===== config.mk =====
export PLATFORM = sky130hd
export DESIGN_NAME = cv32e40x_store_buffer
export DESIGN_NICKNAME = d
export VERILOG_FILES = /design/src/rtl/cv32e40x_store_buffer.sv
export SDC_FILE = /design/constraint.sdc
export NUM_CORES = 1
export LEC_CHECK = 0
export CORE_AREA = 2 2 94 96
export CTS_CLUSTER_DIAMETER = 200
export CTS_CLUSTER_SIZE = 20
export DETAILED_ROUTE_END_ITERATION = 10
export DIE_AREA = 0 0 96 98
export PLACE_DENSITY_LB_ADDON = 0.25
export SYNTH_ARGS = -nofsm -noshare
export SYNTH_HDL_FRONTEND = slang
export SYNTH_SLANG_ARGS = --single-unit

===== constraint.sdc =====
create_clock -name clk -period 5.1 [get_ports clk]
set_input_delay 1.02 -clock clk [delete_from_list [all_inputs] [get_ports clk]]
set_output_delay 1.02 -clock clk [all_outputs]
set_load 0.1 [all_outputs]

===== src/rtl/cv32e40x_store_buffer.sv =====
// Single-entry store buffer between the data-side MPU and the OBI interface.
// It also limits and reports the number of in-flight OBI transactions.

package cv32e40x_store_buffer_pkg;
  typedef struct packed {
    logic [31:0] addr;
    logic        we;
    logic [3:0]  be;
    logic [31:0] wdata;
    logic [1:0]  memtype;
    logic [2:0]  prot;
  } obi_data_req_t;
endpackage

module cv32e40x_store_buffer
  import cv32e40x_store_buffer_pkg::*;
#(
  parameter type TRANS_TYPE      = obi_data_req_t,
  parameter int  MAX_OUTSTANDING = 2
) (
  input  logic       clk,
  input  logic       rst_n,
  input  logic       trans_valid_i,
  output logic       trans_ready_o,
  input  TRANS_TYPE  trans_i,
  output logic       bus_trans_valid_o,
  input  logic       bus_trans_ready_i,
  output TRANS_TYPE  bus_trans_o,
  input  logic       bus_resp_valid_i,
  output logic [1:0] cnt_o,
  output logic       empty_o
);

  localparam logic [1:0] MAX_CNT = 2'(MAX_OUTSTANDING);

  typedef enum logic {
    WB_EMPTY,
    WB_FULL
  } state_e;

  state_e     state_q;
  state_e     state_n;
  TRANS_TYPE  buf_q;
  logic [1:0] cnt_q;
  logic [1:0] cnt_n;
  logic       issue_ok;
  logic       bufferable;
  logic       capture;
  logic       bus_fire;

  assign issue_ok   = (cnt_q < MAX_CNT);
  assign bufferable = trans_i.we && trans_i.memtype[0];
  assign bus_fire   = bus_trans_valid_o && bus_trans_ready_i;

  // In WB_FULL every new request is held off so the buffered store stays ahead.
  always_comb begin
    state_n           = state_q;
    bus_trans_o       = trans_i;
    bus_trans_valid_o = 1'b0;
    trans_ready_o     = 1'b0;
    capture           = 1'b0;
    unique case (state_q)
      WB_EMPTY: begin
        bus_trans_o       = trans_i;
        bus_trans_valid_o = trans_valid_i && issue_ok;
        trans_ready_o     = bufferable ? 1'b1 : (bus_trans_ready_i && issue_ok);
        if (trans_valid_i && bufferable && !(bus_trans_ready_i && issue_ok)) begin
          capture = 1'b1;
          state_n = WB_FULL;
        end
      end
      WB_FULL: begin
        bus_trans_o       = buf_q;
        bus_trans_valid_o = issue_ok;
        trans_ready_o     = 1'b0;
        if (bus_trans_ready_i && issue_ok) begin
          state_n = WB_EMPTY;
        end
      end
      default: state_n = WB_EMPTY;
    endcase
  end

  always_comb begin
    cnt_n = cnt_q + 2'(bus_fire) - 2'(bus_resp_valid_i);
  end

  always_ff @(posedge clk or negedge rst_n) begin
    if (!rst_n) begin
      state_q <= WB_EMPTY;
      buf_q   <= '0;
      cnt_q   <= 2'd0;
    end else begin
      state_q <= state_n;
      cnt_q   <= cnt_n;
      if (capture) begin
        buf_q <= trans_i;
      end
    end
  end

  assign cnt_o   = cnt_q;
  assign empty_o = (state_q == WB_EMPTY);

  // Protocol checks on both sides of the buffer.
  a_resp_without_outstanding : assert property (
    @(posedge clk) disable iff (!rst_n) bus_resp_valid_i |-> (cnt_q != 2'd0));

  a_trans_stable : assert property (
    @(posedge clk) disable iff (!rst_n)
    (trans_valid_i && !trans_ready_o) |=> $stable(trans_i));

  a_bus_trans_stable : assert property (
    @(posedge clk) disable iff (!rst_n)
    (bus_trans_valid_o && !bus_trans_ready_i) |=> $stable(bus_trans_o));

endmodule


Yosys cells after proc, flatten, opt, wreduce, memory -nomap -nowiden
Cells that the tools add are included.
{"block": "word_totals", "ff_bits": 77, "output_inout_bits": 79, "word_cells": 27}
{"block": "classes", "addsub": 2, "order_cmp": 1, "mux": 8, "bitwise": 1, "reduce_logical": 7}
{"op": "$pmux W74 S2", "n": 1}
{"op": "$logic_and A1 B1 Y1", "n": 6}
{"op": "$pmux W1 S2", "n": 3}
{"op": "$mux W1", "n": 4}
{"op": "$add A2 B1 Y2", "n": 1}
{"op": "$lt A2 B2 Y1 const B", "n": 1}
{"op": "$sub A2 B1 Y2", "n": 1}
{"op": "$logic_not A1 Y1", "n": 1}
{"op": "$not A1 Y1", "n": 1}

Logic depth before layout (Yosys ltp)
{"block": "logic_depth", "ltp_word": 6, "ltp_mapped": 9, "depth_no_buf": 7}

Worst setup path before layout
OpenSTA, ideal clock, no wires.
{"block": "synth_path", "path_kind": "input to output", "startpoint": "input trans_i[3] (netlist bit)", "endpoint": "output trans_ready_o", "arrival_time_ns": 2.604, "slack_ns": 1.476, "stages": 2, "path_cell_list": "nand2_1 > a21oi_1"}
{"block": "synth_between", "elab_chain_cells": 3}
{"item": "start: declaration", "line_no": "25", "text": "input TRANS_TYPE trans_i,"}
{"item": "$logic_and A1 B1 Y1", "line_no": "52", "text": "assign bufferable = trans_i.we && trans_i.memtype[0];"}
{"item": "$mux W1", "line_no": "66", "text": "trans_ready_o = bufferable ? 1'b1 : (bus_trans_ready_i && issue_ok);"}
{"item": "$pmux W1 S2", "line_no": "62", "text": "unique case (state_q)"}
{"item": "end: declaration", "line_no": "24", "text": "output logic trans_ready_o,"}
Every way passes these cells.

==> flow_summary.ini <==
[clock_network]
clock-sinks = 77
clkLatencyLatePin_ns = 0.34
post_cts_buffers = 0
clockBufferDepth = 2
clkTransAtPathRegs_ns = 0.07
ctsHoldBuffers = 0
cts-root-buf = clkbuf_8
post_cts_resized = 0
numCtsBuffers = 9
cts_tree = built
h-tree-depth = 3

[global_route]
grt_use_total_pct = 18.0
antenna_found_initial = 0
grt_pass1_vias = 2754
grt_pass1_wl_um = 13300
grt-busiest-layer = met2
met1_usage_pct = 22.9
grt.met3_usage_pct = 5.79
grtUsageMet2_pct = 28.1
overflow = 0
grt_max_degree = 81

[setup_path]
crit_family = buffers and inverters
path_max_fanout = 80
critPathCaptureType = primary output
critical_path_arrival_ns = 3.00
rrSetupSlack_ns = 2.52
path_cells = mux2_2 > clkdlybuf4s50_1
critPathBufInv = 1
critPathLaunchType = flip-flop
cp.required_ns = 4.08
cp_slowest_cell = clkdlybuf4s50_1
critPathMaxStageDelay_ns = 1.17
critPathKind = reg2out

[hold_path]
min_path_type = reg2reg

[timing]
clock.fmax_mhz = 249
hold_viol = 0
setup_tns_ns = 0
setup_viol = 0
slew_headroom_pct = 28.8
skew_ns = 0.0120
worst_slew_pin_slew_ns = 1.07
period_minus_slack_ns = 4.02
rsz0062_at_grt = false
maxSlewViolCount = 0
finalCritPeriodShare_pct = 78.9

[synthesis]
seq_area_frac_synth_pct = 50.6
synthMuxAreaShare_pct = 43.2
synth-xor-area-share_pct = 0.460
ys_seq_elements = 77
synthAdderAreaFrac_pct = 0.657
synth_nets = 338
ys_types = 19
syn_area_per_cell_sq_um = 14.8
synth_compound_area_share_pct = 0.460
syn_inst = 257
syn_area_sq_um = 3810
synth_top_family_by_area = multiplexers
yosys_warnings = 0
synth-simple-area-share_pct = 1.58

[route]
drc = 0
dr.pass1.iters = 4
antenna_left = 0
drt_iter0_markers = 56
num_vias = 2631
drt-total-wl_um = 8310
routedWlPerCell_um = 15.9
drt-vias-per-instance = 5.04

[layout]
drive_gt1_share_pct = 30.0
num-nets-final = 490
diodes = 0
area_growth_pct = 47.4

[floorplanning]
initial_utilization_pct = 45.0
fp.coreArea_sq_um = 8470
die_h_um = 98
num_rows = 34
die_x_um = 96
num_io_pins = 158
dieArea_sq_um = 9410

[place]
port_buffers = 157
dp_hpwl_um = 5640
place_congestion = 0.708

[outcome]
status = finished, final reports clean

[flow_run]
maxCapViolCount = 0
[cell usage after synthesis (all sizes together)]
cell type	number	area, sq um
o21ai	1	5.00
a21o	1	7.51
nand2b	1	6.26
inv	2	7.51
nor4b	1	23.8
buf	17	111
a21oi	1	5.00
mux2	146	1640
nor2b	1	6.26
nand2	1	3.75
dfrtp	77	1930
or2	2	12.5
ha	2	25.0
xnor2	2	17.5
nor2	2	7.51
[cells by family after synthesis]
kind of cell               count (synthesis)
xor gates and xnor gates                   2
DFF                                       77
adders and majority gates                  2
and+or+nand+nor                            8
AOI/OAI and AO/OA                          3
buffers and inverters                     19
muxes                                    146
[layout make-up]
cell class / count / area, sq um
fillers: 651 / 2850
well taps: 108 / 135
clock buffers: 13 / 169
multi-input cells: 161 / 1760
repair buffers: 158 / 1570
clock inverters: 3 / 42.5
inverters: 2 / 7.51
flip-flops and latches: 77 / 1930
[state kept, by name, summed over array words and instances, names as in the netlist]
signal / flops
cnt_o: 2
state_q: 1
buf_q: 74
[layout by cell type (no fill, tap or decap)]
master           count
dfrtp_4              1
o21ai_0              1
inv_1                2
a21o_1               1
clkbuf_8            12
mux2_1              47
nand2_1              1
clkdlybuf4s50_1    152
mux2_2              99
nor2_1               2
a21oi_1              1
bufinv_16            1
nor2b_1              1
ha_1                 2
xnor2_1              2
nand2b_1             1
clkinvlp_4           1
clkinv_2             1
or2_2                2
buf_4                6
dfrtp_1             76
clkbuf_1             1
nor4b_4              1
[final timing paths]
kind | startpoint | end | depth (start not counted)
setup / recovery | state_q | bus_trans_o[48] | 2
setup reg to reg | state_q | buf_q[60] | 3
min in group asynchronous | rst_n | buf_q[25] | 1
hold / removal | buf_q[3] | buf_q[3] | 1
hold reg to reg | buf_q[3] | buf_q[3] | 1
max in group asynchronous | rst_n | state_q | 1
[routing by layer]
metal | vias up | part of all wire [%] | routed length [um]
met5 | - | 0 | 0
met2 | 104 | 47 | 3900
met1 | 1278 | 43 | 3550
li1 | 1234 | - | -
met3 | 15 | 8.4 | 698
met4 | 0 | 2.0 | 164
[metrics by stage]
step	area (sq um)	util, %	setup slack (ns)	hold slack [ns]	std cells
global route	5620	66.3	0.972	0.505	522
floorplan	3810	-	1.48	0.433	257
CTS	5620	66.3	1.09	0.479	522
finish	5620	66.3	1.08	0.480	522
detailed placement	5400	63.8	1.27	0.453	506
global placement	5400	63.8	1.28	0.458	506
[worst reg2reg max path, cell delays in order (launching register included)]
cell     delay (ns)
dfrtp_4        0.81
nor4b_4        0.41
buf_4          0.78
mux2_2         0.47
Power is not shown: default switching activity piles up to over one toggle a cycle in this logic, so the estimate is an artifact.
